==> src/rtl/iob_core_bus_arbiter.sv <==
// Two-requester arbiter sharing one IOb port between the CPU instruction and data buses.
// Define IOB_CORE_BUS_ARB_RR_EN for round-robin grant; default is fixed priority (dbus over ibus).
module iob_core_bus_arbiter #(
   parameter int unsigned ADDR_W  = 32,
   parameter int unsigned DATA_W  = 32,
   parameter int unsigned MAX_OUT = 2
) (
   input  logic                clk_i,
   input  logic                arst_n_i,
   input  logic                ibus_avalid_i,
   input  logic [ADDR_W-1:0]   ibus_addr_i,
   output logic                ibus_ready_o,
   output logic                ibus_rvalid_o,
   output logic [DATA_W-1:0]   ibus_rdata_o,
   input  logic                dbus_avalid_i,
   input  logic [ADDR_W-1:0]   dbus_addr_i,
   input  logic [DATA_W-1:0]   dbus_wdata_i,
   input  logic [DATA_W/8-1:0] dbus_wstrb_i,
   output logic                dbus_ready_o,
   output logic                dbus_rvalid_o,
   output logic [DATA_W-1:0]   dbus_rdata_o,
   output logic                m_avalid_o,
   output logic [ADDR_W-1:0]   m_addr_o,
   output logic [DATA_W-1:0]   m_wdata_o,
   output logic [DATA_W/8-1:0] m_wstrb_o,
   input  logic                m_ready_i,
   input  logic                m_rvalid_i,
   input  logic [DATA_W-1:0]   m_rdata_i,
   output logic                busy_o
);

   localparam int unsigned PTR_W = (MAX_OUT > 1) ? $clog2(MAX_OUT) : 1;
   localparam int unsigned CNT_W = $clog2(MAX_OUT + 1);

   typedef enum logic {
      REQ_IBUS = 1'b0,
      REQ_DBUS = 1'b1
   } req_t;

   req_t             id_mem [MAX_OUT];
   req_t             last_grant;
   req_t             grant;
   req_t             head_id;
   logic [PTR_W-1:0] wr_ptr;
   logic [PTR_W-1:0] rd_ptr;
   logic [CNT_W-1:0] count;
   logic [CNT_W-1:0] count_next;
   logic             full;
   logic             empty;
   logic             grant_valid;
   logic             xfer;
   logic             push;
   logic             pop;
   logic             busy;

   function automatic logic [PTR_W-1:0] next_ptr(input logic [PTR_W-1:0] p);
      return (p == PTR_W'(MAX_OUT - 1)) ? '0 : p + PTR_W'(1);
   endfunction

   assign full  = (count == CNT_W'(MAX_OUT));
   assign empty = (count == '0);

   always_comb begin
      grant = REQ_DBUS;
`ifdef IOB_CORE_BUS_ARB_RR_EN
      if (ibus_avalid_i && dbus_avalid_i) begin
         grant = (last_grant == REQ_DBUS) ? REQ_IBUS : REQ_DBUS;
      end else if (ibus_avalid_i) begin
         grant = REQ_IBUS;
      end
`else
      if (ibus_avalid_i && !dbus_avalid_i) begin
         grant = REQ_IBUS;
      end
`endif
   end

   assign grant_valid = !full && (ibus_avalid_i || dbus_avalid_i);

   always_comb begin
      m_avalid_o   = 1'b0;
      m_addr_o     = '0;
      m_wdata_o    = '0;
      m_wstrb_o    = '0;
      ibus_ready_o = 1'b0;
      dbus_ready_o = 1'b0;
      if (grant_valid) begin
         m_avalid_o = 1'b1;
         if (grant == REQ_IBUS) begin
            m_addr_o     = ibus_addr_i;
            ibus_ready_o = m_ready_i;
         end else begin
            m_addr_o     = dbus_addr_i;
            m_wdata_o    = dbus_wdata_i;
            m_wstrb_o    = dbus_wstrb_i;
            dbus_ready_o = m_ready_i;
         end
      end
   end

   assign xfer = grant_valid && m_ready_i;
   assign push = xfer && ((grant == REQ_IBUS) || (dbus_wstrb_i == '0));
   assign pop  = m_rvalid_i && !empty;

   assign head_id       = id_mem[rd_ptr];
   assign ibus_rvalid_o = pop && (head_id == REQ_IBUS);
   assign dbus_rvalid_o = pop && (head_id == REQ_DBUS);
   assign ibus_rdata_o  = m_rdata_i;
   assign dbus_rdata_o  = m_rdata_i;

   always_comb begin
      count_next = count;
      case ({push, pop})
         2'b10:   count_next = count + CNT_W'(1);
         2'b01:   count_next = count - CNT_W'(1);
         default: count_next = count;
      endcase
   end

   always_ff @(posedge clk_i) begin
      if (push) begin
         id_mem[wr_ptr] <= grant;
      end
   end

   always_ff @(posedge clk_i or negedge arst_n_i) begin
      if (!arst_n_i) begin
         wr_ptr     <= '0;
         rd_ptr     <= '0;
         count      <= '0;
         busy       <= 1'b0;
         last_grant <= REQ_DBUS;
      end else begin
         count <= count_next;
         busy  <= (count_next != '0);
         if (push) begin
            wr_ptr <= next_ptr(wr_ptr);
         end
         if (pop) begin
            rd_ptr <= next_ptr(rd_ptr);
         end
         // Only a changed ID needs writing; this keeps last_grant observed in fixed-priority builds.
         if (xfer && (grant != last_grant)) begin
            last_grant <= grant;
         end
      end
   end

   assign busy_o = busy;

endmodule

==> config.mk <==
export PLATFORM = sky130hd
export DESIGN_NAME = iob_core_bus_arbiter
export DESIGN_NICKNAME = d
export VERILOG_FILES = /design/src/rtl/iob_core_bus_arbiter.sv
export SDC_FILE = /design/constraint.sdc
export NUM_CORES = 1
export LEC_CHECK = 0
export BUFFER_PORTS_ARGS = -buffer_cell sky130_fd_sc_hd__buf_4
export CORE_AREA = 10 10 100 102
export CTS_BUF_LIST = sky130_fd_sc_hd__clkbuf_4 sky130_fd_sc_hd__clkbuf_8
export DETAILED_ROUTE_END_ITERATION = 8
export DIE_AREA = 0 0 110 112
export GPL_ROUTABILITY_DRIVEN = 1
export SYNTH_ARGS = -nofsm -noshare
export SYNTH_HDL_FRONTEND = slang
export SYNTH_SLANG_ARGS = --single-unit
==> constraint.sdc <==
create_clock -name clk_i -period 3.6 [get_ports clk_i]
set_input_delay 0.36 -clock clk_i [delete_from_list [all_inputs] [get_ports clk_i]]
set_output_delay 0.36 -clock clk_i [all_outputs]
set_load 0.02 [all_outputs]
== Yosys cells after proc, flatten, opt, wreduce, memory -nomap -nowiden ==
Memory sizes are Yosys's and may differ from the RTL's.
Index checks and enable logic that the tools add are counted.
Operators by class
  $add $sub $neg: 4
  eq/ne operators: 3
  muxes and demuxes: 17
  bitwise operators: 1
  reductions and logical operators: 15
Operator list (count)
  2-to-1 mux 32 bit: 4
  2-to-1 mux 1 bit: 10
  2-to-1 mux 4 bit: 2
  logical AND 1 bit: 7
  == test 2 bit (second input constant): 2
  logical NOT 4 bit: 1
  case mux 2 bit (2 select lines): 1
  logical NOT 1 bit: 3
  adder 1 bit (second input constant): 2
  adder 2 x 1 -> 2 bit (second input constant): 1
  == test 2 x 1 -> 1 bit (second input constant): 1
  logical NOT 2 bit: 1
  logical OR 1 bit: 2
  nonzero test 2 bit: 1
  subtractor 2 x 1 -> 2 bit (second input constant): 1
  NOT 1 bit: 1
Word-level totals
  register bits after elaboration: 5
  memory bits (writable): 2
  input port bits: 138
  output and inout port bits: 138
  logic and storage cells: 45
  memories: 1
Memories
  id_mem: words 2, width 1, read ports 1, clocked after memory_dff 0, wr ports 1, line 40  | req_t id_mem [MAX_OUT];

== Longest topological paths before layout ==
  depth after elaboration: 8
  mapped depth: 7

== Worst setup path after synthesis ==
OpenSTA, ideal clock, no wires.
  path type: input port to flip-flop
  start point: input dbus_wstrb_i[0]
  end point: register busy (netlist: busy_o)
  arrival time: 1664 ps
  data required time: 3530 ps
  setup slack: 1866 ps
  stages: 5
  buffers on the path: 0
  cells stage by stage: nor4_2 o2111ai_4 ha_1 or3_1 nand3b_1
Between the ends
  cells in the longest elaborated chain, start to end: 6
  elaborated cells on any way between the ends: 7
  classes of those cells: 2 x eq/ne; 1 x mux; 4 x reduce/logical
RTL lines
  start, declared: line 18  | input logic [DATA_W/8-1:0] dbus_wstrb_i,
  logical NOT 4 bit *: line 102  | assign push = xfer && ((grant == REQ_IBUS) || (dbus_wstrb_i == '0));
  logical OR 1 bit *: line 102
  logical AND 1 bit *: line 102
  == test 2 x 1 -> 1 bit / == test 2 bit (equally long branches): line 113  | case ({push, pop})
  case mux 2 bit (2 select lines) *: line 113
  nonzero test 2 bit *: line 135  | busy <= (count_next != '0);
  end signal, assigned: line 135
  end, declared: line 54  | logic busy;
Mark *: on every way between the ends. The rest lies on a longest branch, timed or not.
A chain may end at the register's enable or synchronous reset.

== Worst setup path in the final report ==
  start point: input dbus_avalid_i
  end point: output m_addr_o[9]
Between the ends
  cells in the longest elaborated chain, start to end: 4
  elaborated cells on any way between the ends: 6
  classes of those cells: 2 x mux; 4 x reduce/logical
RTL lines
  start, declared: line 15  | input logic dbus_avalid_i,
  logical NOT 1 bit: line 72  | if (ibus_avalid_i && !dbus_avalid_i) begin
  logical AND 1 bit: line 72
  2-to-1 mux 32 bit: line 89  | if (grant == REQ_IBUS) begin
  2-to-1 mux 32 bit *: line 87  | if (grant_valid) begin
  end, declared: line 23  | output logic [ADDR_W-1:0] m_addr_o,
Marked as above.

==> flow_metrics.env <==
export IMPL_slew_viol_final=0
export IMPL_die_area_um2=12300
export IMPL_grt_usage_pct=11.3
export IMPL_start_util_pct=19.2
export IMPL_post_dp_cell_area_um2=2430
export IMPL_syn_area_um2=1550
export IMPL_r2r_end="busy_o"
export IMPL_final_common_cell="buf_4"
export IMPL_num_io_pins=276
export IMPL_whs_ns=0.482
export IMPL_outcome="finished, final reports clean"
export IMPL_rr_worst_depth=5
export IMPL_rsz0062_at_grt="no"
export IMPL_drt_total_wl_um=7920
export IMPL_syn_instance_count=217
export IMPL_antenna_cells=0
export IMPL_tritoncts="done"
export IMPL_grt_pass1_vias=1941
export IMPL_die_h_um=112
export IMPL_core_region_area_um2=8050
export IMPL_via_per_inst=4.39
export IMPL_cts_hold_buf=1
export IMPL_reg2reg_slack_ns=1.70
export IMPL_startpoint_type="input pin"
export IMPL_synth_nets=356
export IMPL_slew_headroom_pct=30.5
export IMPL_synth_ff_latch_count=7
export IMPL_gp_congestion=0.835
export IMPL_crit_arrival_ns=2.05
export IMPL_fin_area_um2=2490
export IMPL_ant_nets=0
export IMPL_cts_made_buffers=3
export IMPL_path_class="input pin to primary output"
export IMPL_seq_area_frac_synth_pct=12.0
export IMPL_crit_fanout=40
export IMPL_leakagePower_nw=1.39
export IMPL_min_period_ns=2.41
export IMPL_cp_end_kind="primary output"
export IMPL_max_clock_path_buffers=2
export IMPL_clk_pin_slew_worst_paths_ns=0.04
export IMPL_finalPower_w=0.00122
export IMPL_wire_per_inst_um=18.6
export IMPL_yosysWarnings=0
export IMPL_setup_violations=0
export IMPL_powerDensity_nw_per_um2=489
export IMPL_clockRootBuffer="clkbuf_8"
export IMPL_tns_ns=0
export IMPL_vdd_ir_drop_max_v=0.000254
export IMPL_layout_drive_gt1_share_pct=59.7
export IMPL_clock_latency_ns=0.23
export IMPL_h_tree_depth=1
export IMPL_hold_viol=0
export IMPL_fin_crit_sh_pct=67.1
export IMPL_dr_pass1_iters=4
export IMPL_numPortBuffers=179
export IMPL_skew_ns=0.00322
export IMPL_layout_common_cells="179 x buf_4, 38 x and3_1, 34 x nor2_1"
export IMPL_clock_sinks=7
export IMPL_worst_slew_pin_slew_ns=1.04
export IMPL_synth_distinct_cells=28
export IMPL_rr_startpoint="count[0]"
export IMPL_dpl_hpwl_um=6870
export IMPL_cts_setup_buffers=0
export IMPL_syn2layout_area_growth_pct=60.9
export IMPL_nets=460
export IMPL_die_w_um=110
export IMPL_grt_pass1_wl_um=11200
export IMPL_fmax_mhz=414
export IMPL_syn_area_per_cell_um2=7.13
export IMPL_via_count=1865
export IMPL_cap_violations=0
export IMPL_min_path_type="input pin to asynchronous set/reset pin"
export IMPL_critPathRequiredTime_ns=3.24
export IMPL_std_cell_rows=33
export IMPL_grt_start_max_net_pins=41
export IMPL_cts_resized=0
export IMPL_antenna_found_initial=0
export IMPL_drcViolationCount=0
export IMPL_overflow=0
export IMPL_drtIter0Drc=50
[cell usage after synthesis, drive strengths merged]
cell,n,area share [%]
a21oi,1,0.32
and3,38,15
buf,77,37
clkbuf,4,1.1
dfrtp,5,8.1
edfxtp,2,3.9
ha,1,0.81
inv,5,1.2
mux2i,1,0.65
nand2,4,1.1
nand2b,1,0.89
nand3b,1,0.49
nor2,34,8.2
nor2b,2,1.3
nor4,1,0.81
o2111ai,1,1.7
o21ai,2,0.65
o22ai,31,13
or2,1,0.57
or3,1,0.40
xnor2,4,2.7
[stage by stage]
step           cells  setup slack (ns)  utilization, %
2_1_floorplan    217              1.87               -
3_5_place_dp     420              1.17            30.2
3_3_place_gp     420              1.25            30.2
6_report         425              1.19            30.9
5_1_grt          425             0.950            30.9
4_1_cts          425              1.17            30.9
[cell families after synthesis]
| group | count (synthesis) | synth area share, % |
|---|---|---|
| buffers and inverters | 86 | 39.4 |
| and+or+nand+nor | 83 | 29.2 |
| AOI/OAI and AO/OA | 35 | 15.2 |
| DFF | 7 | 12.0 |
| xor gates and xnor gates | 4 | 2.75 |
| muxes | 1 | 0.647 |
| adders and majority gates | 1 | 0.808 |
[layout make-up]
type	instances	area, um^2
inverter	5	18.8
clock buffer	4	48.8
sequential	7	185
multi-input combinational	124	752
timing repair buffer	180	1350
tap	105	131
fill	880	5560
[sequential cells by signal, indices dropped and copies added (netlist names)]
signal	cells
id_mem	2
rd_ptr	1
busy_o	1
wr_ptr	1
count	2
[worst max-delay path, cell delays in order]
cell	delay, ns
buf_4	0.28
nor2b_4	0.10
inv_1	0.76
o22ai_1	0.21
nor2_1	0.15
buf_4	0.17
[power breakdown]
| group | switching (W) | internal [W] | leakage (nW) |
|---|---|---|---|
| Sequential | 0.0000294 | 0.000114 | 0.0756 |
| Clock | 0.0000322 | 0.0000839 | 0.0262 |
| Combinational | 0.000534 | 0.000425 | 1.29 |
| Total | 0.000595 | 0.000623 | 1.39 |
[worst max-delay path by stage]
stage	startpoint	end	slack, ns	depth (start not counted)
4_1_cts	dbus_avalid_i	m_addr_o[9]	1.17	6
5_1_grt	dbus_avalid_i	m_addr_o[9]	0.95	6
3_3_place_gp	dbus_avalid_i	m_addr_o[9]	1.25	6
6_report	dbus_avalid_i	m_addr_o[9]	1.19	6
2_1_floorplan	dbus_wstrb_i[0]	busy_o	1.87	5
3_5_place_dp	dbus_avalid_i	m_addr_o[9]	1.17	6
[per-layer routing]
layer / wire length [um] / GRT usage, %
met1: 2240 / 9.62
met2: 4040 / 21.0
met3: 1510 / 7.50
met4: 128 / 2.08
met5: 0 / 0
Note: power is estimated with default switching activity, not from simulation.
